### config.mk
export PLATFORM = sky130hd
export DESIGN_NAME = decode
export DESIGN_NICKNAME = d
export VERILOG_FILES = /design/src/rtl/decode.sv
export SDC_FILE = /design/constraint.sdc
export NUM_CORES = 1
export LEC_CHECK = 0
export CORE_AREA = 2 2 256 258
export DETAILED_ROUTE_END_ITERATION = 12
export DIE_AREA = 0 0 258 260
export PLACE_DENSITY = 0.49
export SLEW_MARGIN = 5
export SYNTH_ARGS = -nofsm -noshare
export SYNTH_HDL_FRONTEND = slang
export SYNTH_SLANG_ARGS = --single-unit
### constraint.sdc
create_clock -name clk -period 1.6 [get_ports clk]
set_input_delay 0.32 -clock clk [delete_from_list [all_inputs] [get_ports clk]]
set_output_delay 0.32 -clock clk [all_outputs]
set_load 0.01 [all_outputs]
### src/rtl/decode.sv
// decode: RV64I decode stage; registers one decoded beat (with operand bypass) for execute.
// Build option DECODE_SKID_EN: adds a 1-entry raw {instr,PC} skid buffer and makes the
// fetch retry a flop; without it the fetch retry is a combinational back-pressure term.
module decode #(
    parameter int unsigned XLEN    = 64,
    parameter int unsigned INSTR_W = 32,
    localparam int unsigned REG_W  = 5
) (
    input  logic               clk,
    input  logic               reset,
    input  logic               fetch_valid,
    input  logic [INSTR_W-1:0] fetch_instr,
    input  logic [XLEN-1:0]    fetch_PC,
    output logic               decode_ack_fetch_retry,
    input  logic               flush,
    output logic [REG_W-1:0]   rf_rs1_sel,
    output logic [REG_W-1:0]   rf_rs2_sel,
    input  logic [XLEN-1:0]    rf_rs1_data,
    input  logic [XLEN-1:0]    rf_rs2_data,
    input  logic [REG_W-1:0]   wb_rd_sel,
    input  logic               wb_dest_enable,
    input  logic [XLEN-1:0]    wb_dest,
    output logic               decode_ack_data_valid,
    input  logic               execute_ack_data_rety,
    output logic [REG_W-1:0]   decode_dest_sel,
    output logic               imm_rs2_sel,
    output logic               comp_is_unsigned,
    output logic [XLEN-1:0]    sign_ex_imm,
    output logic [5:0]         shift_amount,
    output logic [19:0]        U_imm,
    output logic [19:0]        UJ_imm,
    output logic [11:0]        SB_imm,
    output logic [6:0]         op_code,
    output logic [2:0]         funct3,
    output logic [6:0]         funct7,
    output logic [XLEN-1:0]    PC,
    output logic [XLEN-1:0]    src1,
    output logic [XLEN-1:0]    src2
);

    localparam logic [6:0] OPC_LUI       = 7'b0110111;
    localparam logic [6:0] OPC_AUIPC     = 7'b0010111;
    localparam logic [6:0] OPC_JAL       = 7'b1101111;
    localparam logic [6:0] OPC_JALR      = 7'b1100111;
    localparam logic [6:0] OPC_BRANCH    = 7'b1100011;
    localparam logic [6:0] OPC_LOAD      = 7'b0000011;
    localparam logic [6:0] OPC_STORE     = 7'b0100011;
    localparam logic [6:0] OPC_OP_IMM    = 7'b0010011;
    localparam logic [6:0] OPC_OP        = 7'b0110011;
    localparam logic [6:0] OPC_OP_IMM_32 = 7'b0011011;
    localparam logic [6:0] OPC_OP_32     = 7'b0111011;

    logic               load_en_c;    // output register may take a new beat
    logic               dec_valid_c;  // selected source carries a beat to keep
    logic [INSTR_W-1:0] dec_instr_c;
    logic [XLEN-1:0]    dec_pc_c;
    logic [REG_W-1:0]   rs1_c, rs2_c;
    logic [XLEN-1:0]    opnd1_c, opnd2_c;

    logic               valid_q, valid_d;
    logic [REG_W-1:0]   dest_q, dest_d;
    logic               imm_sel_q, imm_sel_d;
    logic               unsigned_q, unsigned_d;
    logic [XLEN-1:0]    imm_q, imm_d;
    logic [5:0]         shamt_q, shamt_d;
    logic [19:0]        u_imm_q, u_imm_d;
    logic [19:0]        uj_imm_q, uj_imm_d;
    logic [11:0]        sb_imm_q, sb_imm_d;
    logic [6:0]         op_q, op_d;
    logic [2:0]         f3_q, f3_d;
    logic [6:0]         f7_q, f7_d;
    logic [XLEN-1:0]    pc_q, pc_d;
    logic [XLEN-1:0]    src1_q, src1_d;
    logic [XLEN-1:0]    src2_q, src2_d;

    assign load_en_c = ~valid_q | ~execute_ack_data_rety;

`ifdef DECODE_SKID_EN
    logic               skid_full_q, skid_full_d;
    logic [INSTR_W-1:0] skid_instr_q, skid_instr_d;
    logic [XLEN-1:0]    skid_pc_q, skid_pc_d;
    logic               accept_c;

    assign decode_ack_fetch_retry = skid_full_q;
    assign accept_c    = fetch_valid & ~skid_full_q & ~flush;
    assign dec_instr_c = skid_full_q ? skid_instr_q : fetch_instr;
    assign dec_pc_c    = skid_full_q ? skid_pc_q : fetch_PC;
    assign dec_valid_c = skid_full_q ? ~flush : accept_c;

    // Skid fills when a beat is accepted while the output register is stalled; drains first
    always_comb begin
        skid_full_d  = skid_full_q;
        skid_instr_d = skid_instr_q;
        skid_pc_d    = skid_pc_q;
        if (flush) begin
            skid_full_d = 1'b0;
        end else if (skid_full_q) begin
            if (load_en_c) skid_full_d = 1'b0;
        end else if (accept_c && !load_en_c) begin
            skid_full_d  = 1'b1;
            skid_instr_d = fetch_instr;
            skid_pc_d    = fetch_PC;
        end
    end

    // Skid buffer state
    always_ff @(posedge clk or negedge reset) begin
        if (!reset) begin
            skid_full_q  <= 1'b0;
            skid_instr_q <= '0;
            skid_pc_q    <= '0;
        end else begin
            skid_full_q  <= skid_full_d;
            skid_instr_q <= skid_instr_d;
            skid_pc_q    <= skid_pc_d;
        end
    end
`else
    assign decode_ack_fetch_retry = valid_q & execute_ack_data_rety;
    assign dec_instr_c = fetch_instr;
    assign dec_pc_c    = fetch_PC;
    assign dec_valid_c = fetch_valid & ~decode_ack_fetch_retry & ~flush;
`endif

    assign rs1_c      = dec_instr_c[19:15];
    assign rs2_c      = dec_instr_c[24:20];
    assign rf_rs1_sel = rs1_c;
    assign rf_rs2_sel = rs2_c;

    // Operand select: x0 is zero, same-cycle writeback wins over the register file
    assign opnd1_c = (rs1_c == '0) ? '0 :
                     (wb_dest_enable && (wb_rd_sel == rs1_c)) ? wb_dest : rf_rs1_data;
    assign opnd2_c = (rs2_c == '0) ? '0 :
                     (wb_dest_enable && (wb_rd_sel == rs2_c)) ? wb_dest : rf_rs2_data;

    // Decode the selected beat into the output register's next state
    always_comb begin
        valid_d    = valid_q;
        dest_d     = dest_q;
        imm_sel_d  = imm_sel_q;
        unsigned_d = unsigned_q;
        imm_d      = imm_q;
        shamt_d    = shamt_q;
        u_imm_d    = u_imm_q;
        uj_imm_d   = uj_imm_q;
        sb_imm_d   = sb_imm_q;
        op_d       = op_q;
        f3_d       = f3_q;
        f7_d       = f7_q;
        pc_d       = pc_q;
        src1_d     = src1_q;
        src2_d     = src2_q;
        if (load_en_c) begin
            valid_d = dec_valid_c;
            if (dec_valid_c) begin
                op_d     = dec_instr_c[6:0];
                f3_d     = dec_instr_c[14:12];
                f7_d     = dec_instr_c[31:25];
                imm_d    = {{(XLEN-12){dec_instr_c[31]}}, dec_instr_c[31:20]};
                u_imm_d  = dec_instr_c[31:12];
                uj_imm_d = {dec_instr_c[31], dec_instr_c[19:12], dec_instr_c[20], dec_instr_c[30:21]};
                sb_imm_d = {dec_instr_c[31], dec_instr_c[7], dec_instr_c[30:25], dec_instr_c[11:8]};
                shamt_d  = dec_instr_c[25:20];
                if (dec_instr_c[6:0] == OPC_OP_IMM_32) shamt_d[5] = 1'b0;
                pc_d     = dec_pc_c;
                src1_d   = opnd1_c;
                src2_d   = opnd2_c;
                unique case (dec_instr_c[6:0])
                    OPC_LUI, OPC_AUIPC, OPC_JAL, OPC_JALR, OPC_LOAD, OPC_STORE,
                    OPC_OP_IMM, OPC_OP, OPC_OP_IMM_32, OPC_OP_32:
                        dest_d = dec_instr_c[11:7];
                    default: dest_d = '0;
                endcase
                imm_sel_d  = (dec_instr_c[6:0] == OPC_OP_IMM) ||
                             (dec_instr_c[6:0] == OPC_OP_IMM_32) ||
                             (dec_instr_c[6:0] == OPC_JALR);
                unsigned_d = (((dec_instr_c[6:0] == OPC_OP) || (dec_instr_c[6:0] == OPC_OP_IMM)) &&
                              (dec_instr_c[14:12] == 3'b011)) ||
                             ((dec_instr_c[6:0] == OPC_BRANCH) && (dec_instr_c[14:13] == 2'b11));
            end
        end
    end

    // Output register toward execute
    always_ff @(posedge clk or negedge reset) begin
        if (!reset) begin
            valid_q    <= 1'b0;
            dest_q     <= '0;
            imm_sel_q  <= 1'b0;
            unsigned_q <= 1'b0;
            imm_q      <= '0;
            shamt_q    <= '0;
            u_imm_q    <= '0;
            uj_imm_q   <= '0;
            sb_imm_q   <= '0;
            op_q       <= '0;
            f3_q       <= '0;
            f7_q       <= '0;
            pc_q       <= '0;
            src1_q     <= '0;
            src2_q     <= '0;
        end else begin
            valid_q    <= valid_d;
            dest_q     <= dest_d;
            imm_sel_q  <= imm_sel_d;
            unsigned_q <= unsigned_d;
            imm_q      <= imm_d;
            shamt_q    <= shamt_d;
            u_imm_q    <= u_imm_d;
            uj_imm_q   <= uj_imm_d;
            sb_imm_q   <= sb_imm_d;
            op_q       <= op_d;
            f3_q       <= f3_d;
            f7_q       <= f7_d;
            pc_q       <= pc_d;
            src1_q     <= src1_d;
            src2_q     <= src2_d;
        end
    end

    assign decode_ack_data_valid = valid_q;
    assign decode_dest_sel       = dest_q;
    assign imm_rs2_sel           = imm_sel_q;
    assign comp_is_unsigned      = unsigned_q;
    assign sign_ex_imm           = imm_q;
    assign shift_amount          = shamt_q;
    assign U_imm                 = u_imm_q;
    assign UJ_imm                = uj_imm_q;
    assign SB_imm                = sb_imm_q;
    assign op_code               = op_q;
    assign funct3                = f3_q;
    assign funct7                = f7_q;
    assign PC                    = pc_q;
    assign src1                  = src1_q;
    assign src2                  = src2_q;

endmodule

======== Word-level counts from Yosys, hierarchy flattened ========
Cells that the tools add are included.
storage, ports and cells
  register bits ........................... 287
  latch bits .............................. 0
  bits in writable memories ............... 0
  memory bits (read-only) ................. 0
  bits of input ports ..................... 299
  output and inout port bits .............. 350
  word-level logic and storage cells ...... 56
  memories ................................ 0
cells by class
  add/sub/neg operators ................... 0
  multiply operators ...................... 0
  div/mod/pow operators ................... 0
  $lt $le $gt $ge ......................... 0
  equal/unequal tests ..................... 15
  shifts and indexed selects .............. 0
  multiplexer cells ....................... 6
  bitwise gates (word level) .............. 8
  reductions and logical operators ........ 12
operators with widths
  operator                                                         number
  64-bit 2-to-1 mux                                                4
  7-bit by 6-bit == test with 1-bit output, second input constant  4
  7-bit by 5-bit == test with 1-bit output, second input constant  3
  7-bit == test, second input constant                             3
  5-bit == test                                                    2
  5-bit zero test                                                  2
  10-bit OR reduction                                              1
  7-bit by 2-bit == test with 1-bit output, second input constant  1
  5-bit 2-to-1 mux                                                 1
  1-bit logical AND                                                4
  1-bit logical OR                                                 4
  1-bit NOT                                                        4
  1-bit bitwise AND                                                3
  3-bit by 2-bit == test with 1-bit output, second input constant  1
  2-bit == test, second input constant                             1
  2-bit AND reduction                                              1
  1-bit 2-to-1 mux                                                 1
  1-bit OR                                                         1

======== Longest topological paths before layout ========
  depth in word-level cells ............... 5
  depth in mapped cells ................... 8
  mapped depth without buffers ............ 4

======== Worst setup path after synthesis ========
No wires, ideal clock.
  kind .................................... register to output
  start ................................... reg sign_ex_imm[11] (netlist name)
  end ..................................... out UJ_imm[19]
  arrival ................................. 1.477 ns
  data required time ...................... 1.280 ns
  slack ................................... -0.197 ns
  cell stages (with the launch flop) ...... 2
  path buffers ............................ 1
  cell sequence ........................... dfrtp_1 -> buf_4
RTL lines
  what       RTL line  RTL
  to (decl)  31        output logic [19:0] UJ_imm,

======== Worst setup path after layout ========
  start ................................... reg valid_q, in the netlist decode_ack_data_valid
  end ..................................... reg src2_q[15], in the netlist src2[15]
on the way
  cells in the longest elaborated chain, start to end .. 5
  elaborated cells between the ends (all ways) .. 7
  classes of those cells .................. bitwise: 6; reduce/logical: 1
ends and longest elaborated chain
  what                                      RTL line  RTL
  from (decl)                               60        logic valid_q, valid_d;
  from (signal assigned)                    203       valid_q <= valid_d;
  1-bit bitwise AND                         119       assign decode_ack_fetch_retry = valid_q & execute_ack_data_rety;
  1-bit NOT                                 122       assign dec_valid_c = fetch_valid & ~decode_ack_fetch_retry & ~flush;
  1-bit bitwise AND (2 in a row)            122
  2-bit AND reduction (no source line) (*)  n/a
  to (signal assigned)                      217       src2_q <= src2_d;
  to (decl)                                 74        logic [XLEN-1:0] src2_q, src2_d;
Mark *: on every way between the ends. The rest lies on a longest branch, timed or not.
A chain may end at the register's enable or synchronous reset.

==> results.json <==
{
  "die_w_microns": 258,
  "power_mw": 21.6,
  "ys_seq_area_frac": 0.488,
  "start_util": 0.186,
  "synthCells": 1312,
  "fin_setup_tns_ns": -31.38,
  "synth_most_common_cell": "nand2_1",
  "route.detailed.drc": 0,
  "synth_top_flop_cell": "dfrtp_1",
  "tightest_slew_ns": 0.520,
  "maxSlewViolCount": 0,
  "grt_pass1_vias": 12700,
  "leakage_nw": 10.1,
  "synth_top_family_by_area": "simple AND/OR/NAND/NOR gates",
  "avgSynthCellArea_sq_um": 9.11,
  "vdd_drop_max_uv": 751,
  "antenna_left": 0,
  "cts_made_buffers": 29,
  "final_hold_viol_count": 0,
  "nets": 2299,
  "synth_fa_ha_area_frac": 0.000838,
  "dp_hpwl_microns": 42400,
  "r2r_end": "src2[15]$_DFFE_PN0P_",
  "clock_skew_ns": 0.00843,
  "setup_violations": 307,
  "port_buffers": 648,
  "min_to": "sign_ex_imm[2]$_DFFE_PN0P_",
  "cap_violations": 0,
  "path_class": "reg -> reg",
  "hold_start": "fetch_instr[22]",
  "min_delay_path_depth": 4,
  "antenna_found_initial": 3,
  "critical_path.endpoint_type": "flip-flop",
  "power_density_nw_per_um2": 960,
  "insertion_delay_ns": 0.56,
  "wl_per_cell_microns": 21.2,
  "synth-simple-area-share": 0.252,
  "drive_gt1_frac": 0.334,
  "wl_microns": 61000,
  "min_period_over_period": 1.12,
  "rsz0062_at_grt": "yes",
  "max_freq_ghz": 0.559,
  "core_sq_um": 64100,
  "cts.root.buffer_cell": "clkbuf_16",
  "nFillCells": 6537,
  "reg2reg_from": "decode_ack_data_valid$_DFFE_PN0N_",
  "cts_sinks": 233,
  "grtUsageMet3": 0.0422,
  "grt_busiest_layer": "met2",
  "vias": 12600,
  "ys_top_cells_by_area": "dfrtp_1, nand2_1, buf_4",
  "overflow": 0,
  "grt_util_met1": 0.202,
  "syn-cell-area_sq_um": 11900,
  "violations": "negative setup slack",
  "fin_hold_ws_ns": 0.276,
  "io_pins": 649,
  "min_path_type": "in -> reg",
  "use_met2": 0.295,
  "slew_headroom": 0.653,
  "routabilityCongestion": 0.899,
  "htree_levels": 1,
  "worstPathMaxFanout": 6,
  "yosys-top-cells-count": "nand2_1, dfrtp_1, buf_4",
  "required_ns": 2.09,
  "viasPerCell": 4.37,
  "area_growth_pct": 88.1,
  "syn-num-nets": 1611,
  "path_clk_slew_ns": 0.06,
  "synth.area.mux_share": 0,
  "yosysTopAreaCell": "dfrtp_1",
  "ys_types": 34,
  "synthXorXnorAreaFrac": 0.00733,
  "status": "complete, but fails checks",
  "synth_edf_count": 0,
  "synth_warnings": 0,
  "dr.pass1.iters": 5,
  "cts_tree": "built",
  "rows": 93,
  "synth_top_area_share": 0.488,
  "drt_iter0_markers": 587,
  "preCtsSetupSlack_ns": -1.09,
  "fin_crit_ns": 1.79,
  "timing.final.ws_setup_ns": -0.188,
  "ys_ff_latch": 233,
  "r2r_slack_ns": -0.19,
  "grt_pass1_wl_microns": 85000,
  "grt_use_total": 0.166,
  "ff2ff_path_depth": 8,
  "grt_max_degree": 48,
  "arrival_ns": 2.28,
  "synth-compound-area-share": 0.118,
  "die_h_microns": 260,
  "cp-start-kind": "flip-flop",
  "synthArstFlopShare": 1.00,
  "cts_max_path_buffers": 3,
  "dieArea_sq_um": 67100,
  "fin_util": 0.351
}
## through the flow
step | instances | instance area (sq um)
after floorplan | 1312 | 11900
final | 2879 | 22500
after global routing | 2878 | 22500
after CTS | 2855 | 21600
after detailed placement | 2728 | 19400
after global placement | 2728 | 19400
## worst max path at each step
stage                                      start                    to  slack [ns]  depth (start not counted)
5_1_grt        decode_ack_data_valid$_DFFE_PN0N_  src2[63]$_DFFE_PN0P_       -0.26                          8
4_1_cts              sign_ex_imm[11]$_DFFE_PN0P_       sign_ex_imm[26]       -0.28                          2
2_1_floorplan  decode_ack_data_valid$_DFFE_PN0N_    PC[11]$_DFFE_PN0P_        0.05                          8
3_3_place_gp                        wb_rd_sel[3]  src1[53]$_DFFE_PN0P_       -1.06                          6
3_5_place_dp                        wb_rd_sel[3]  src1[55]$_DFFE_PN0P_       -1.09                          6
6_report       decode_ack_data_valid$_DFFE_PN0N_  src2[15]$_DFFE_PN0P_       -0.19                          8
## power breakdown
| part | internal, mW | switching, mW | leakage [nW] |
|---|---|---|---|
| combinational | 3.83 | 3.40 | 6.79 |
| clock | 3.97 | 2.82 | 0.481 |
| sequential | 6.82 | 0.730 | 2.87 |
| total | 14.6 | 6.95 | 10.1 |
## routing by layer
| metal | share of wire | vias to the layer above |
|---|---|---|
| met5 | 0 | - |
| met4 | 0.021 | 0 |
| met2 | 0.51 | 511 |
| met3 | 0.074 | 68 |
| met1 | 0.40 | 6247 |
| li1 | - | 5745 |
## critical path, stage by stage, from the launching register on
cell and delay (ns):
dfrtp_2 0.44, and2_4 0.17, buf_12 0.14, a211oi_4 0.18, buf_6 0.16, buf_12 0.16, buf_6 0.13, nand4_1 0.18
o211ai_2 0.11
## logic make-up (layout without fill, tap and decap cells)
| kind of cell | after synthesis | in the layout |
|---|---|---|
| simple gates | 701 | 701 |
| flops | 233 | 233 |
| buf+inv | 224 | 934 |
| compound gates | 143 | 143 |
| xor+xnor | 10 | 10 |
| fa+ha+maj | 1 | 1 |
| other cells | 0 | 2 |
## state kept, by name (all words and copies together), names as in the netlist, 5 cells and up
register	cells
decode_dest_sel	5
src2	64
U_imm	8
src1	64
sign_ex_imm	12
PC	64
op_code	7
SB_imm	5
## layout make-up
type                       count  area [sq um]  share of cell area
sequential                   233          5840               0.260
tap                          855          1070              0.0476
antenna                        2          5.00            0.000223
inverter                       1          3.75            0.000167
clock buffer                  40           837              0.0372
multi-input combinational    855          5230               0.233
timing repair buffer         880          9360               0.416
clock inverter                13           133             0.00590
## cell usage in the layout (no fill, tap or decap), types with 7 or more instances in the layout
cell / count
buf_2: 60
nand2_1: 376
nand2_4: 39
nand4_1: 128
clkdlybuf4s15_1: 139
clkdlybuf4s15_2: 14
buf_8: 20
dlygate4sd2_1: 90
o211ai_1: 62
dfrtp_2: 10
nand2_2: 137
xor2_1: 8
buf_16: 15
clkbuf_8: 7
dfrtp_1: 223
clkdlybuf4s50_1: 291
o211ai_2: 66
buf_6: 80
buf_4: 104
clkbuf_16: 43
buf_12: 51
## what timing repair did
item | 4_1_cts | 5_1_grt
endpoints found under the hold margin | 33 | 0
endpoints found under the setup margin | 579 | 411
gates cloned | 21 | 17
setup buffers | 52 | 13
gates resized for setup | 954 | 292
hold buffers | 1 | 0
pin swaps | 176 | 74
Note: power is estimated with default switching activity, not from simulation.
